File: config.mk
export PLATFORM = sky130hd
export DESIGN_NAME = dot_scan_ctrl_flat
export DESIGN_NICKNAME = d
export VERILOG_FILES = /design/src/rtl/dot_matrix_pkg.sv /design/src/rtl/dot_scan_ctrl_if.sv /design/src/rtl/dot_fb_2x8x8.sv /design/src/rtl/dot_scan_ctrl.sv /design/src/flat_wrapper.sv
export SDC_FILE = /design/constraint.sdc
export NUM_CORES = 1
export LEC_CHECK = 0
export BUFFER_PORTS_ARGS = -buffer_cell sky130_fd_sc_hd__buf_4
export CORE_ASPECT_RATIO = 1.2
export CORE_MARGIN = 4
export CORE_UTILIZATION = 55
export CTS_CLUSTER_DIAMETER = 40
export DETAILED_ROUTE_END_ITERATION = 10
export GPL_TIMING_DRIVEN = 0
export HOLD_SLACK_MARGIN = 0.02
export PLACE_DENSITY = 0.75
export SLEW_MARGIN = 20
export SYNTH_ARGS = -nofsm -noshare
export SYNTH_HDL_FRONTEND = slang
export SYNTH_HIERARCHICAL = 1
export SYNTH_SLANG_ARGS = --single-unit
File: constraint.sdc
create_clock -name clk -period 2.8 [get_ports clk]
set_input_delay 0.28 -clock clk [delete_from_list [all_inputs] [get_ports clk]]
set_output_delay 0.28 -clock clk [all_outputs]
set_load 0.1 [all_outputs]
File: src/rtl/dot_matrix_pkg.sv
// Shared definitions for the 8x8 dot-matrix scan controller.
// Holds the scan FSM encoding, matrix geometry, drive polarities and
// small helpers that turn a row index / pixel byte into pin levels.
package dot_matrix_pkg;

    localparam int unsigned ROWS = 8;
    localparam int unsigned COLS = 8;

    // Row select is active-high, column drive is active-low.
    localparam logic ROW_ON = 1'b1;
    localparam logic COL_ON = 1'b0;

    typedef enum logic {
        S_GAP = 1'b0,
        S_ROW = 1'b1
    } scan_state_e;

    // One-hot row select for a given row index.
    function automatic logic [ROWS-1:0] row_sel(input logic [2:0] row);
        row_sel      = {ROWS{~ROW_ON}};
        row_sel[row] = ROW_ON;
    endfunction

    // Column pin levels for a row of pixels (pixel bit i drives column i+1).
    function automatic logic [COLS-1:0] col_drive(input logic [COLS-1:0] pix);
        for (int i = 0; i < COLS; i++) begin
            col_drive[i] = pix[i] ? COL_ON : ~COL_ON;
        end
    endfunction

endpackage

File: src/rtl/dot_scan_ctrl_if.sv
// Bus bundle for dot_scan_ctrl.
// master: frame-buffer writer / swap requester / blank source (drives
//         wr_en, wr_addr, wr_data, swap_req, blank; observes the rest).
// slave:  the scan controller (drives swap_ack, frame_start, dot_r, dot_c).
// dot_r/dot_c bit i corresponds to matrix line i+1.
interface dot_scan_ctrl_if;
    import dot_matrix_pkg::*;

    logic            wr_en;
    logic [2:0]      wr_addr;
    logic [COLS-1:0] wr_data;
    logic            swap_req;
    logic            swap_ack;
    logic            blank;
    logic            frame_start;
    logic [ROWS-1:0] dot_r;
    logic [COLS-1:0] dot_c;

    modport master (
        output wr_en, wr_addr, wr_data, swap_req, blank,
        input  swap_ack, frame_start, dot_r, dot_c
    );

    modport slave (
        input  wr_en, wr_addr, wr_data, swap_req, blank,
        output swap_ack, frame_start, dot_r, dot_c
    );

endinterface

File: src/rtl/dot_fb_2x8x8.sv
// Double 8x8 frame buffer.
// Ports: clk_i/rst_ni clock and async active-low reset (clears both buffers);
//        wr_en_i/wr_addr_i/wr_data_i write one row into the back buffer, where
//        back is the buffer NOT selected by fsel_i at the writing edge;
//        rd_sel_i/rd_row_i -> rd_data_o combinational row read.
module dot_fb_2x8x8
    import dot_matrix_pkg::*;
(
    input  logic            clk_i,
    input  logic            rst_ni,
    input  logic            wr_en_i,
    input  logic [2:0]      wr_addr_i,
    input  logic [COLS-1:0] wr_data_i,
    input  logic            fsel_i,
    input  logic            rd_sel_i,
    input  logic [2:0]      rd_row_i,
    output logic [COLS-1:0] rd_data_o
);

    logic [1:0][ROWS-1:0][COLS-1:0] mem_q, mem_d;

    // fsel_i is the pre-edge front select, so a write on a swap edge still
    // lands in the buffer that becomes front.
    always_comb begin
        mem_d = mem_q;
        if (wr_en_i) begin
            mem_d[~fsel_i][wr_addr_i] = wr_data_i;
        end
    end

    always_ff @(posedge clk_i or negedge rst_ni) begin
        if (!rst_ni) begin
            mem_q <= '0;
        end else begin
            mem_q <= mem_d;
        end
    end

    assign rd_data_o = mem_q[rd_sel_i][rd_row_i];

endmodule

File: src/rtl/dot_scan_ctrl.sv
// 8x8 dot-matrix row-scan controller with double-buffered frame store.
// Each row is preceded by GAP all-off cycles and driven for DWELL cycles.
// Ports: clk, rstn (async active-low); bus (slave modport): wr_* write the
//        back buffer, swap_req/swap_ack swap front/back at the frame end,
//        blank darkens the outputs, frame_start marks row 0, dot_r one-hot
//        active-high row select, dot_c active-low column drive.
module dot_scan_ctrl
    import dot_matrix_pkg::*;
#(
    parameter int unsigned DWELL = 16,
    parameter int unsigned GAP   = 2
) (
    input logic             clk,
    input logic             rstn,
    dot_scan_ctrl_if.slave  bus
);

    localparam logic [15:0] DWELL_LAST = 16'(DWELL - 1);
    localparam logic [15:0] GAP_LAST   = (GAP > 0) ? 16'(GAP - 1) : 16'd0;
    localparam scan_state_e RST_STATE  = (GAP == 0) ? S_ROW : S_GAP;
    // With no gap, the first edge after reset re-enters row 0 so that the
    // registered outputs and frame_start line up with a full row-0 dwell.
    localparam logic        FIRST_RST  = (GAP == 0);

    scan_state_e     state_q, state_d;
    logic [2:0]      row_q, row_d;
    logic [15:0]     cnt_q, cnt_d;
    logic            fsel_q, fsel_d;
    logic            first_q, first_d;
    logic [ROWS-1:0] dot_r_q, dot_r_d;
    logic [COLS-1:0] dot_c_q, dot_c_d;
    logic            swap_ack_q, swap_ack_d;
    logic            frame_start_q, frame_start_d;
    logic            enter_row;
    logic            lit;
    logic [COLS-1:0] fb_rd_data;

    dot_fb_2x8x8 u_fb (
        .clk_i     (clk),
        .rst_ni    (rstn),
        .wr_en_i   (bus.wr_en),
        .wr_addr_i (bus.wr_addr),
        .wr_data_i (bus.wr_data),
        .fsel_i    (fsel_q),
        .rd_sel_i  (fsel_d),
        .rd_row_i  (row_d),
        .rd_data_o (fb_rd_data)
    );

    always_comb begin
        state_d    = state_q;
        row_d      = row_q;
        cnt_d      = cnt_q;
        fsel_d     = fsel_q;
        first_d    = 1'b0;
        swap_ack_d = 1'b0;
        enter_row  = 1'b0;

        unique case (state_q)
            S_GAP: begin
                if (cnt_q == GAP_LAST) begin
                    state_d   = S_ROW;
                    cnt_d     = '0;
                    enter_row = 1'b1;
                end else begin
                    cnt_d = cnt_q + 16'd1;
                end
            end
            S_ROW: begin
                if (first_q) begin
                    enter_row = 1'b1;
                end else if (cnt_q == DWELL_LAST) begin
                    cnt_d = '0;
                    row_d = row_q + 3'd1;
                    // Frame boundary: last dwell cycle of row 7.
                    if (row_q == 3'd7 && bus.swap_req) begin
                        fsel_d     = ~fsel_q;
                        swap_ack_d = 1'b1;
                    end
                    if (GAP == 0) begin
                        enter_row = 1'b1;
                    end else begin
                        state_d = S_GAP;
                    end
                end else begin
                    cnt_d = cnt_q + 16'd1;
                end
            end
            default: ;
        endcase

        frame_start_d = enter_row && (row_d == 3'd0);

        // Outputs are registered from next-state so they align with the state.
        lit     = (state_d == S_ROW) && !bus.blank;
        dot_r_d = lit ? row_sel(row_d) : {ROWS{~ROW_ON}};
        dot_c_d = lit ? col_drive(fb_rd_data) : {COLS{~COL_ON}};
    end

    always_ff @(posedge clk or negedge rstn) begin
        if (!rstn) begin
            state_q       <= RST_STATE;
            row_q         <= '0;
            cnt_q         <= '0;
            fsel_q        <= 1'b0;
            first_q       <= FIRST_RST;
            dot_r_q       <= {ROWS{~ROW_ON}};
            dot_c_q       <= {COLS{~COL_ON}};
            swap_ack_q    <= 1'b0;
            frame_start_q <= 1'b0;
        end else begin
            state_q       <= state_d;
            row_q         <= row_d;
            cnt_q         <= cnt_d;
            fsel_q        <= fsel_d;
            first_q       <= first_d;
            dot_r_q       <= dot_r_d;
            dot_c_q       <= dot_c_d;
            swap_ack_q    <= swap_ack_d;
            frame_start_q <= frame_start_d;
        end
    end

    assign bus.dot_r       = dot_r_q;
    assign bus.dot_c       = dot_c_q;
    assign bus.swap_ack    = swap_ack_q;
    assign bus.frame_start = frame_start_q;

endmodule

File: src/flat_wrapper.sv
// flat-port wrapper written by rule: the top's interface ports become plain ports
module dot_scan_ctrl_flat import dot_matrix_pkg::*;
#(
    parameter int unsigned DWELL = 16,
    parameter int unsigned GAP   = 2
)
  (clk, rstn, bus_wr_en, bus_wr_addr, bus_wr_data, bus_swap_req, bus_blank, bus_swap_ack, bus_frame_start, bus_dot_r, bus_dot_c);
  dot_scan_ctrl_if bus_i ();
  input logic clk;
  input logic rstn;
  input wire logic [$bits(bus_i.wr_en)-1:0] bus_wr_en;
  input wire logic [$bits(bus_i.wr_addr)-1:0] bus_wr_addr;
  input wire logic [$bits(bus_i.wr_data)-1:0] bus_wr_data;
  input wire logic [$bits(bus_i.swap_req)-1:0] bus_swap_req;
  input wire logic [$bits(bus_i.blank)-1:0] bus_blank;
  output wire logic [$bits(bus_i.swap_ack)-1:0] bus_swap_ack;
  output wire logic [$bits(bus_i.frame_start)-1:0] bus_frame_start;
  output wire logic [$bits(bus_i.dot_r)-1:0] bus_dot_r;
  output wire logic [$bits(bus_i.dot_c)-1:0] bus_dot_c;
  assign bus_i.wr_en = bus_wr_en;
  assign bus_i.wr_addr = bus_wr_addr;
  assign bus_i.wr_data = bus_wr_data;
  assign bus_i.swap_req = bus_swap_req;
  assign bus_i.blank = bus_blank;
  assign bus_swap_ack = bus_i.swap_ack;
  assign bus_frame_start = bus_i.frame_start;
  assign bus_dot_r = bus_i.dot_r;
  assign bus_dot_c = bus_i.dot_c;
  dot_scan_ctrl #(.DWELL(DWELL), .GAP(GAP)) u_core (.clk(clk), .rstn(rstn), .bus(bus_i));
endmodule
Word level (Yosys, flattened, before mapping). Cells that the tools add are included.

Register bits: 167. Input port bits: 16. Output and inout port bits: 18. Logic and storage cells: 82.

Add/subtract/negate cells: 2. $lt $le $gt $ge: 7. Eq/ne operators: 3. Mux-type cells: 36. Bitwise gates (word level): 2. Reductions and logical operators: 8.

Operators by type and width (number): two-way mux 64 bit (3); bitwise mux 128 bit (1); demux 64 bit (select 1 bit) (1); two-way mux 16 bit (2); two-way mux 8 bit (4); one-hot mux 16 bit (2 select lines) (1); binary-select mux 8 bit (select 3 bit) (1); demux 8 bit (select 3 bit) (1); two-way mux 1 bit (17); adder 16 x 1 -> 16 bit (second input constant) (1); == test 16 x 1 -> 1 bit (second input constant) (1); == test 16 x 4 -> 1 bit (second input constant) (1); < comparator 3 x 4 -> 1 bit (second input constant) (2); greater-or-equal comparator 3 x 1 -> 1 bit (second input constant) (2); logical AND 1 bit (6); two-way mux 3 bit (2); < comparator 1 x 2 -> 1 bit (second input constant) (2); one-hot mux 1 bit (2 select lines) (2); adder 3 x 1 -> 3 bit (second input constant) (1); demux 1 bit (select 3 bit) (1); == test 3 bit (second input constant) (1); logical NOT 3 bit (1); NOT 1 bit (2); greater-or-equal comparator 1 bit (second input constant) (1); logical NOT 1 bit (1).

Logic depth before layout (Yosys ltp).
Word-level depth: 11. Mapped depth: 11. Depth with buffers taken out: 9.

Hierarchy. Netlist, hierarchy kept.

Modules (own cells, without submodules): dot_fb_2x8x8 (times used 1, cells an instance 364, area an instance 5903.2 sq um, seq. area each 3203.1 sq um); dot_scan_ctrl (times used 1, cells an instance 153, area an instance 1710.4 sq um, seq. area each 985.9 sq um).

Worst setup path after synthesis. OpenSTA, ideal clock, no wires.

Path type: register to register. Start point: register u_core.cnt_q[5]. End point: register u_core.dot_c_q[4], in the netlist u_core/bus.dot_c[4]. Library setup time: 0.066 ns. Arrival time: 2.835 ns. Required time: 2.734 ns. Slack: -0.101 ns. Cell stages (with the launch flop): 11. Path buffers: 3. Clock period less this slack: 2.901 ns. Path through: dfrtp_1 > or4_1 > clkbuf_2 > or4_4 > buf_6 > xnor2_1 > buf_2 > mux4_2 > a22oi_1 > nand2_1 > nand2_1.

Elaborated cells on any way between the ends: 16. Classes of those cells: 2 x eq/ne; 13 x mux; 1 x reduce/logical.

RTL lines: start, declared (line dot_scan_ctrl.sv:27) `logic [15:0] cnt_q, cnt_d;`; start signal, assigned (line dot_scan_ctrl.sv:114) `cnt_q <= cnt_d;`; == test 16 x 4 -> 1 bit (line dot_scan_ctrl.sv:72) `end else if (cnt_q == DWELL_LAST) begin`; two-way mux 3 bit (line dot_scan_ctrl.sv:72); two-way mux 3 bit (line dot_scan_ctrl.sv:59) `unique case (state_q)`; via u_core.row_d[0] (line dot_scan_ctrl.sv:26) `logic [2:0] row_q, row_d;`; binary-select mux 8 bit (select 3 bit) (line dot_fb_2x8x8.sv:39) `assign rd_data_o = mem_q[rd_sel_i][rd_row_i];`; two-way mux 8 bit (implied by the code) (line dot_fb_2x8x8.sv:39); via u_core.fb_rd_data[4] (line dot_scan_ctrl.sv:36) `logic [COLS-1:0] fb_rd_data;`; two-way mux 1 bit (line dot_matrix_pkg.sv:27) `col_drive[i] = pix[i] ? COL_ON : ~COL_ON;`; two-way mux 8 bit (line dot_scan_ctrl.sv:97) `dot_c_d = lit ? col_drive(fb_rd_data) : {COLS{~COL_ON}};`; via u_core.dot_c_d[4] (line dot_scan_ctrl.sv:31) `logic [COLS-1:0] dot_c_q, dot_c_d;`; end signal, assigned (line dot_scan_ctrl.sv:108) `dot_c_q <= {COLS{~COL_ON}};`; end signal, assigned (line dot_scan_ctrl.sv:118) `dot_c_q <= dot_c_d;`; end, declared (line dot_scan_ctrl.sv:31).

The timed path passes the listed nets, and every way through them passes these cells. The select of a mux whose other input is x is not followed. A chain may end at the register's enable or synchronous reset.

Worst setup path after layout.
Start point: register u_core.cnt_q[6]. End point: register u_core.dot_c_q[7], in the netlist u_core/bus.dot_c[7].

Longest elaborated chain between the ends: 9. Elaborated cells on any way between the ends: 16. Classes of those cells: 2 x eq/ne; 13 x mux; 1 x reduce/logical.

Ends and longest elaborated chain: == test 16 x 4 -> 1 bit (line dot_scan_ctrl.sv:72); two-way mux 1 bit (line dot_scan_ctrl.sv:72); two-way mux 1 bit (line dot_scan_ctrl.sv:59); via u_core.fsel_d (line dot_scan_ctrl.sv:28) `logic fsel_q, fsel_d;`; two-way mux 64 bit (implied by the code) (2 in series) (line dot_fb_2x8x8.sv:39); binary-select mux 8 bit (select 3 bit) (line dot_fb_2x8x8.sv:39); two-way mux 8 bit (implied by the code) (line dot_fb_2x8x8.sv:39); via u_core.fb_rd_data[7] (line dot_scan_ctrl.sv:36); two-way mux 1 bit (line dot_matrix_pkg.sv:27); two-way mux 8 bit (line dot_scan_ctrl.sv:97); via u_core.dot_c_d[7] (line dot_scan_ctrl.sv:31).

The timed path passes the listed nets, and every way through them passes these cells. The select of a mux whose other input is x is not followed.

==> run_results.csv <==
group,metric,value,unit
place,place_area,8090,um2
clock_tree,cts_made_buffers,17,
timing,setup_ws,-0.275,ns
global_routing,grt_pass1_vias,5008,
clock_tree,clk_latency,0.43,ns
timing,clock.fmax,325,MHz
route,dr.pass1.iters,4,
route,drt-met1-wl,6950,um
timing,slew_viol_final,0,
route,wl_met2,8740,um
clock_tree,clock-root-buffer,"clkbuf_16",
route,wire_per_inst,21.4,um
yosys,synthTopCellsByCount,"dfrtp_1, mux2_2, nand2_1",
worst_setup_path,startpoint_type,"flop",
yosys,synth_top_family_by_area,"multiplexers",
route,wl_met3,528,um
yosys,synth_flop_cell,"dfrtp_1",
yosys,synth-edff-count,0,
global_routing,grt-ovfl-total,0,
layout,drive_above_1_share,49.8,%
outcome,violations,"negative setup slack",
global_routing,track_usage,22.7,%
power_and_ir_drop,peakVddDrop,0.472,mV
layout,n_antenna_cell,0,
yosys,synthSimpleGateAreaFrac,8.20,%
place,portBuffers,33,
timing,finalSetupViolCount,8,
timing,hold_violations,0,
worst_hold_path,hold_class,"input pin to flop",
yosys,async_flop_share,100,%
route,highest_layer,"met4",
clock_tree,path_clk_slew,0.06,ns
power_and_ir_drop,cellInternalPower,0.00417,W
layout,instances_no_fill,772,
floorplan,die_h,137,um
timing,slew-limit-headroom,37.1,%
yosys,yosysTopAreaCellShare,52.3,%
worst_setup_path,worst_ep_required_time,3.16,ns
clock_tree,clockBufferDepth,2,
floorplan,initial_utilization,56.8,%
yosys,synth_xor_area_share,1.84,%
timing,fin_crit_sh,110,%
layout,stdcell_area,9070,um2
yosys,synth_top_cell_by_area,"dfrtp_1",
clock_tree,clkSinkCount,167,
yosys,synthAdderAreaFrac,0.657,%
floorplan,io_pins,34,
place,place_inst,719,
yosys,synth_seq_area_share,55.0,%
power_and_ir_drop,p_seq_share,50.6,%
power_and_ir_drop,p_leak,4.07,nW
floorplan,die_w,115,um
worst_setup_path,end_kind,"flop",
route,first_iter_violations,313,
route,routed_wl,16500,um
layout,fill_cells,903,
layout,final_nets,611,
worst_setup_path,cp.arrival,3.43,ns
power_and_ir_drop,power.density,592,nW/um2
global_routing,grt_pass1_wl,26900,um
place,dp_hpwl,10500,um
route,drc,0,
layout,syn2layout_area_growth,19.2,%
yosys,syn_area_per_cell,14.7,um2
yosys,yosysUniqueCellTypes,49,
route,antenna_left,0,
yosys,synthTopCellsByArea,"dfrtp_1, mux2_2, mux4_2",
timing,post-route-min-period,3.08,ns
global_routing,antenna_found_initial,0,
yosys,synth_fp_nets,537,
power_and_ir_drop,total_power,0.00537,W
floorplan,core_area,13400,um2
job,max_cap_viol_count,0,
worst_setup_path,critPathKind,"flop to flop",
power_and_ir_drop,p_comb_share,6.3,%
yosys,synth_seq_cells,167,
timing,clock_skew,0.00896,ns
yosys,yosysMostFrequentCell,"dfrtp_1",
yosys,synth_mux_area_share,29.3,%
worst_setup_path,crit_fanout,6,
route,via_per_inst,5.96,
yosys,netlist_instances,517,
clock_tree,cts_tree,"done",
power_and_ir_drop,clkPwrFrac,43.1,%
power_and_ir_drop,p_sw,0.00120,W
power_and_ir_drop,switching_share,22.3,%
timing,worstMarginPinSlew,0.942,ns
place,place.gp.congestion,0.833,
floorplan,die_area,15800,um2
global_routing,grt_start_max_net_pins,99,
yosys,synth-compound-area-share,2.42,%
floorplan,row_count,46,
timing,rsz0062_at_grt,"true",
clock_tree,htree_levels,4,
outcome,status,"complete, but fails checks",
route,num_vias,4598,
yosys,synth_area,7610,um2
yosys,yosysWarnings,6,
[path summary, 6_finish.rpt]
kind                                                    from                                 to  slack, ns  depth (start not counted)
max                                u_core/cnt_q[6]$_DFF_PN0_      u_core/bus.dot_c[7]$_DFF_PN1_      -0.28                         10
min                                           bus_wr_data[6]  u_core/u_fb/mem_q[62]$_DFFE_PN0P_       0.14                          2
max reg2reg                        u_core/cnt_q[6]$_DFF_PN0_      u_core/bus.dot_c[7]$_DFF_PN1_      -0.28                         10
min reg2reg                u_core/u_fb/mem_q[87]$_DFFE_PN0P_  u_core/u_fb/mem_q[87]$_DFFE_PN0P_       0.50                          1
max in group asynchronous                               rstn  u_core/u_fb/mem_q[16]$_DFFE_PN0P_       1.55                          3
min in group asynchronous                               rstn          u_core/cnt_q[5]$_DFF_PN0_       0.39                          2
[routing by layer]
metal | vias up | track usage, %
met5 | - | 0
met3 | 26 | 4.60
met4 | 0 | 8.02
met1 | 2433 | 28.8
met2 | 88 | 39.0
li1 | 2051 | -
[power groups by stage]
stage | Sequential, W | Combinational [W] | Clock [W]
floorplan | 0.00273 | 0.000215 | 0
detailed placement | 0.00276 | 0.000343 | 0
finish | 0.00272 | 0.000339 | 0.00231
CTS | 0.00272 | 0.000345 | 0.00235
global placement | 0.00274 | 0.000317 | 0
global route | 0.00274 | 0.000374 | 0.00246
[metrics by stage]
step           hold slack (ns)  util (%)  setup TNS, ns  setup slack, ns
6_report                 0.137      67.7          -1.95           -0.275
5_1_grt                  0.131      67.7          -2.92           -0.388
4_1_cts                  0.128      67.2          -2.15           -0.290
3_5_place_dp             0.267      60.3          -4.74           -0.640
3_3_place_gp             0.458      60.1          -4.78           -0.653
2_1_floorplan          -0.0156         -         -0.133          -0.0211
[kinds of logic (layout without fill, tap and decap cells)]
group,Yosys count,after routing
flip-flops,167,167
multiplexers,161,161
AND/OR/NAND/NOR,107,107
buffers and inverters,35,122
AO/OA/AOI/OAI,27,27
XOR/XNOR,16,16
adder cells (fa/ha/maj),4,4
[critical path, cell delays in order, from the launching register on]
cell and delay (ns):
dfrtp_1 0.41, or4_4 0.62, nor4_4 0.26, and3_4 0.24, xor2_2 0.18, buf_6 0.19
buf_6 0.12, mux4_4 0.65, a22oi_2 0.21, nand2_1 0.07, nand2_1 0.06
[flip-flops by register name, summed over array words and instances, names as in the netlist]
| name | flops |
|---|---|
| u_core/bus.frame_start | 1 |
| u_core/state_q | 1 |
| u_core/bus.swap_ack | 1 |
| u_core/fsel_q | 1 |
| u_core/cnt_q | 16 |
| u_core/bus.dot_c | 8 |
| u_core/bus.dot_r | 8 |
| u_core/row_q | 3 |
| u_core/u_fb/mem_q | 128 |
[cells in the final DEF (no fill, tap or decap), drive strengths merged, types with 7 or more instances in the layout]
cell type  instances
a21oi              7
a22oi             16
buf               74
clkbuf            32
dfrtp            159
dfstp              8
mux2             128
mux4              32
nand2             27
nand2b             7
nand3             10
nor2              24
xnor2             11
[repair_timing]
item                       CTS  global route
pin swaps                    8             8
setup endpoints to repair    8             8
gates cloned                 2             0
hold buffers                 1             0
buffers inserted            13             8
gates resized for setup     36             3
hold endpoints to repair    65             0
[final cells by class]
class / instances / area, um2 / share of cell area (%)
Sequential cell: 167 / 4190 / 46.2
Multi-Input combinational cell: 315 / 3320 / 36.6
Timing Repair Buffer: 58 / 534 / 5.89
Clock buffer: 23 / 468 / 5.16
Buffer: 29 / 226 / 2.50
Tap cell: 168 / 210 / 2.32
Clock inverter: 9 / 118 / 1.30
Inverter: 3 / 11.3 / 0.124
Note: power is estimated with default switching activity, not from simulation.
